===== src/rtl/theta_pkg.sv =====
// theta_pkg: shared FSM states and slice bit indexing for the theta stream engine
package theta_pkg;
  typedef enum logic [1:0] {IDLE, PRIME, RUN, DONE} state_t;
  function automatic int bit_idx(input int x, input int y, input int cols);
    return y * cols + x;
  endfunction
endpackage


===== src/rtl/keccak_theta_stream_col_parity.sv =====
// col_parity: column parity of one slice (line: ROWS*COLS slice word in, par: COLS parity bits out)
module col_parity
  import theta_pkg::*;
#(
  parameter int ROWS = 5,
  parameter int COLS = 5
) (
  input  logic [ROWS*COLS-1:0] line,
  output logic [COLS-1:0]      par
);
  always_comb begin
    par = '0;
    for (int x = 0; x < COLS; x++)
      for (int y = 0; y < ROWS; y++)
        par[x] = par[x] ^ line[bit_idx(x, y, COLS)];
  end
endmodule


===== src/rtl/keccak_theta_stream.sv =====
// keccak_theta_stream: slice-serial theta engine; start/busy/done handshake, rd_addr/line_in async read port, wr_en/wr_addr/wr_val write port; THETA_PARITY_TAP_EN adds par_valid/par_out
module keccak_theta_stream
  import theta_pkg::*;
#(
  parameter int SLICES = 64,
  parameter int ROWS   = 5,
  parameter int COLS   = 5,
  parameter int LINE_W = ROWS * COLS,
  parameter int AW     = $clog2(SLICES)
) (
  input  logic              clk,
  input  logic              rst,
  input  logic              start,
  output logic              busy,
  output logic              done,
  output logic [AW-1:0]     rd_addr,
  input  logic [LINE_W-1:0] line_in,
  output logic              wr_en,
  output logic [AW-1:0]     wr_addr,
  output logic [LINE_W-1:0] wr_val
`ifdef THETA_PARITY_TAP_EN
  ,
  output logic              par_valid,
  output logic [COLS-1:0]   par_out
`endif
);
  state_t state;
  logic [COLS-1:0] c_prev, c_cur, d;
  logic [LINE_W-1:0] d_line;
  logic [AW-1:0] z;
  col_parity #(.ROWS(ROWS), .COLS(COLS)) u_par (.line(line_in), .par(c_cur));
  // c_prev holds the parity of slice z-1; PRIME loads slice SLICES-1 so z=0 wraps correctly
  always_comb begin
    d = '0;
    for (int x = 0; x < COLS; x++)
      d[x] = c_cur[(x + COLS - 1) % COLS] ^ c_prev[(x + 1) % COLS];
  end
  always_comb begin
    d_line = '0;
    for (int y = 0; y < ROWS; y++)
      for (int x = 0; x < COLS; x++)
        d_line[bit_idx(x, y, COLS)] = d[x];
  end
  always_ff @(posedge clk or posedge rst) begin
    if (rst) begin
      state   <= IDLE;
      busy    <= 1'b0;
      done    <= 1'b0;
      wr_en   <= 1'b0;
      rd_addr <= '0;
      wr_addr <= '0;
      wr_val  <= '0;
      c_prev  <= '0;
      z       <= '0;
`ifdef THETA_PARITY_TAP_EN
      par_valid <= 1'b0;
      par_out   <= '0;
`endif
    end else begin
      done  <= 1'b0;
      wr_en <= 1'b0;
`ifdef THETA_PARITY_TAP_EN
      par_valid <= 1'b0;
`endif
      case (state)
        IDLE: if (start) begin
          state   <= PRIME;
          busy    <= 1'b1;
          rd_addr <= AW'(SLICES - 1);
        end
        PRIME: begin
          c_prev  <= c_cur;
          z       <= '0;
          rd_addr <= '0;
          state   <= RUN;
        end
        RUN: begin
          wr_en   <= 1'b1;
          wr_addr <= z;
          wr_val  <= line_in ^ d_line;
          c_prev  <= c_cur;
`ifdef THETA_PARITY_TAP_EN
          par_valid <= 1'b1;
          par_out   <= c_cur;
`endif
          if (z == AW'(SLICES - 1)) begin
            state   <= DONE;
            rd_addr <= '0;
          end else begin
            z       <= z + 1'b1;
            rd_addr <= z + 1'b1;
          end
        end
        DONE: begin
          done  <= 1'b1;
          busy  <= 1'b0;
          state <= IDLE;
        end
        default: state <= IDLE;
      endcase
    end
  end
endmodule


===== config.mk =====
export PLATFORM = sky130hd
export DESIGN_NAME = keccak_theta_stream
export DESIGN_NICKNAME = d
export VERILOG_FILES = /design/src/rtl/theta_pkg.sv /design/src/rtl/keccak_theta_stream_col_parity.sv /design/src/rtl/keccak_theta_stream.sv
export SDC_FILE = /design/constraint.sdc
export NUM_CORES = 1
export LEC_CHECK = 0
export ABC_AREA = 1
export ABC_CLOCK_PERIOD_IN_PS = 2300
export CORE_ASPECT_RATIO = 0.6
export CORE_MARGIN = 2
export CORE_UTILIZATION = 40
export DETAILED_ROUTE_END_ITERATION = 10
export DONT_BUFFER_PORTS = 1
export PLACE_DENSITY = 0.64
export SLEW_MARGIN = 0
export SYNTH_ARGS = -nofsm -noshare
export SYNTH_HDL_FRONTEND = slang
export SYNTH_HIERARCHICAL = 1
export SYNTH_SLANG_ARGS = --single-unit

===== constraint.sdc =====
create_clock -name clk -period 2.3 [get_ports clk]
set_input_delay 0.46 -clock clk [delete_from_list [all_inputs] [get_ports clk]]
set_output_delay 0.46 -clock clk [all_outputs]
set_load 0.1 [all_outputs]

==> Implementation_results.wiki <==
{| class="wikitable"
! Metric !! Value
|-
| Kind of capture point of the worst setup path || flop
|-
| Count of nets left with antenna violations after detail routing || 0
|-
| Status || completed
|-
| Count of state elements after synthesis || 53
|-
| Netlist area before placement || approximately 2700 sq um
|-
| Crit path setup slack, layout || about 0.47 ns
|-
| Start-to-end type of the worst setup path || reg2reg
|-
| Time the worst path needs with I/O delays and setup || about 1.8 ns
|-
| DRC || 0
|-
| Starting density of the core || a little over two fifths
|-
| Synth-to-layout area growth || 20.29%
|-
| Startpoint of the worst-slack reg-to-reg timing path || state[0]
|-
| Final sum of negative setup slack || 0 ns
|-
| FF-to-FF path depth || 7
|-
| Synthesized instance count || 326
|-
| Hold Vio Cnt, Final || 0
|-
| Number of buffers added by the clock tree synthesis step || 5
|-
| Vias per inst || 4.712
|-
| Clk pin slew, worst setup/hold paths || 0.10 ns
|-
| YS warnings || 6
|-
| Fin cells || 455
|-
| Wire length per cell after detailed routing || ~13 microns
|-
| Port bufs || 0
|-
| FP Rows || 22
|-
| Wire length of the first global-routing pass || slightly below 10 mm
|-
| Cells resized by post-CTS repair || 0
|-
| Clock sinks || 53
|-
| Largest net degree at the start of global routing || 34
|-
| CTS tree || built
|-
| Post-synthesis cell type count || 19
|-
| Final Setup Violations || 0
|-
| Slew Viols, Final || 0
|-
| Layout net count || 403
|-
| Horizontal die dimension || 109.4 microns
|-
| Clock skew after layout || 0.005592 ns
|-
| Worst ir drop on vdd || 0.0005485 V
|-
| Crit path launch || state[0]
|-
| Worst hold path type || in2async
|-
| Pre-CTS WS || around 0.5 ns
|-
| Quantity of hold-fixing buffers added after cts || 0
|-
| Leakage dissipation || 1.677 nW
|-
| Area inside the core boundary || roughly 6300 sq um
|-
| Clock insertion delay at the later pin of the skew report || 0.30 ns
|-
| Total routed wirelength || 5.897 mm
|-
| Count of TritonRoute iterations in the first routing pass || 4
|-
| Die boundary height || 67.21 microns
|-
| Critical Path RT || between 2 and 3 ns
|-
| Number of instances in the placed design || 447
|-
| H-tree Lvls || 2
|-
| Total global routing track utilization || 17.15%
|-
| Number of global-route vias before repair || 1998
|-
| Relative slew slack || 58.39%
|-
| Period Utilization, post-route || 79.62%
|-
| Ports placed on the boundary || 68
|-
| Mapped Avg Cell Area || approximately 8.2 sq um
|-
| Number of diodes || 0
|-
| Floorplan die area || around 7300 sq um
|-
| Placer congestion estimate || 0.8261
|-
| Half-perimeter wire length of the detailed placement result || approximately 4.5 mm
|-
| Max clock buf depth || 2
|-
| Drt initial violations || 102
|-
| CTS Root Cell || clkbuf_8
|-
| Total via count in the routed design || 2144
|-
| Max frequency || approximately 0.55 GHz
|-
| Setup repair after global routing missed its margin || false
|-
| Setup slack on the worst flop-to-flop path || about 0.47 ns
|-
| Worst-margin pin slew || 0.6233 ns
|-
| Setup fix buffers added after clock tree synthesis || 0
|-
| Critical path fanouts, max || 24
|-
| Endpoint of the lowest-slack register-to-register path || state[1]
|-
| Initial antenna violation count || 0
|-
| Overflow left after global routing || 0
|-
| Register area share after synthesis || 49.79%
|-
| Worst Path Arrival || 2.05 ns
|-
| Proportion of layout cells with a drive suffix above 1 || 18.06%
|-
| Power density normalized to cell area || 1004 nW/um^2
|-
| Net count of the mapped netlist || between 300 and 400
|-
| Nature of the critical path startpoint || flop
|-
| Fin util || 51.06%
|-
| Count of maximum capacitance violations || 0
|}
[cells by family (layout without fill, tap and decap cells)]
| group | Yosys count | in the layout | share of synthesized area (%) |
|---|---|---|---|
| adder cells (fa/ha/maj) | 5 | 5 | 2.349 |
| flip-flops | 53 | 53 | 49.79 |
| AO/OA/AOI/OAI | 51 | 51 | 10.19 |
| AND/OR/NAND/NOR | 139 | 139 | 21.00 |
| XOR/XNOR | 30 | 30 | 9.864 |
| buffers and inverters | 48 | 93 | 6.811 |
[stage by stage]
stage                     total power [mW]  area [sq um]  hold WS (ns)
after CTS                            3.245          3204        0.1153
after detailed placement             2.573          3084        0.4502
after global routing                 3.363          3204        0.1529
final                                3.216          3204        0.1018
after global placement               2.557          3084        0.4524
after floorplan                      2.281          2664        0.4855
[placed cells by master, fill, tap and decap left out, drive strengths merged]
cell type  netlist  final
buf              1     44
o21a             1      1
inv             41     41
ha               5      5
dfrtp           53     53
clkinvlp         0      1
a21oi           10     10
o21bai           1      1
clkbuf           6      6
nand2          114    114
nand4            1      1
xor2            30     30
nand3           14     14
nor2            10     10
bufinv           0      1
o21ai           39     39
[report_power, final]
part	switching (mW)	leakage, nW	total, mW	internal [mW]
clock	0.315	0.0574	0.669	0.354
sequential	0.0440	0.619	1.11	1.06
combinational	1.18	1.00	1.44	0.264
[state kept, by name, indices dropped and copies added, names as in the netlist]
name     cells
busy         1
c_prev       5
done         1
rd_addr      6
state        2
wr_addr      6
wr_en        1
wr_val      25
z            6
[worst max-delay path: stages, from the launching register on]
cell     delay, ns
dfrtp_1       0.42
inv_1         0.12
ha_1          0.32
inv_2         0.15
buf_4         0.23
o21ai_0       0.32
nand2_1       0.09
o21ai_0       0.10
[cell usage after synthesis]
cell      count  area [sq um]
nand2_1     109         409.1
dfrtp_1      53          1326
o21ai_0      37         185.2
inv_1        35         131.4
xor2_1       30         262.8
nand3_1      14         70.07
a21oi_1       9         45.04
nor2_1        8         30.03
clkbuf_1      6         22.52
inv_2         6         22.52
ha_1          5         62.56
nand2_2       5         31.28
nor2_2        2         12.51
o21ai_1       2         10.01
a21oi_4       1         16.27
buf_2         1         5.000
nand4_1       1         6.260
o21a_1        1         7.510
o21bai_1      1         7.510
[cell type report]
class	count	area (sq um)
Clock buffer	6	82.58
Fill cell	623	3072
Timing Repair Buffer	44	342.8
Tap cell	84	105.1
Clock inverter	2	37.54
Inverter	41	153.9
Sequential cell	53	1326
Multi-Input combinational cell	225	1156
[how the worst max path moves through the flow]
stage          endpoint  slack, ns  depth (start not counted)
2_1_floorplan      busy       0.55                          1
3_3_place_gp   state[1]       0.65                          6
3_5_place_dp   state[1]       0.51                          6
4_1_cts        state[1]       0.48                          7
5_1_grt        state[1]       0.32                          7
6_report       state[1]       0.47                          7
[per-layer routing]
metal,part of all wire (%),vias to the layer above,global-route usage [%]
li1,-,1095,-
met1,50,971,25.11
met2,39,74,24.69
met3,10,4,6.178
met4,0.58,0,2.848
met5,0,-,0
Note: power is estimated with default switching activity, not from simulation.
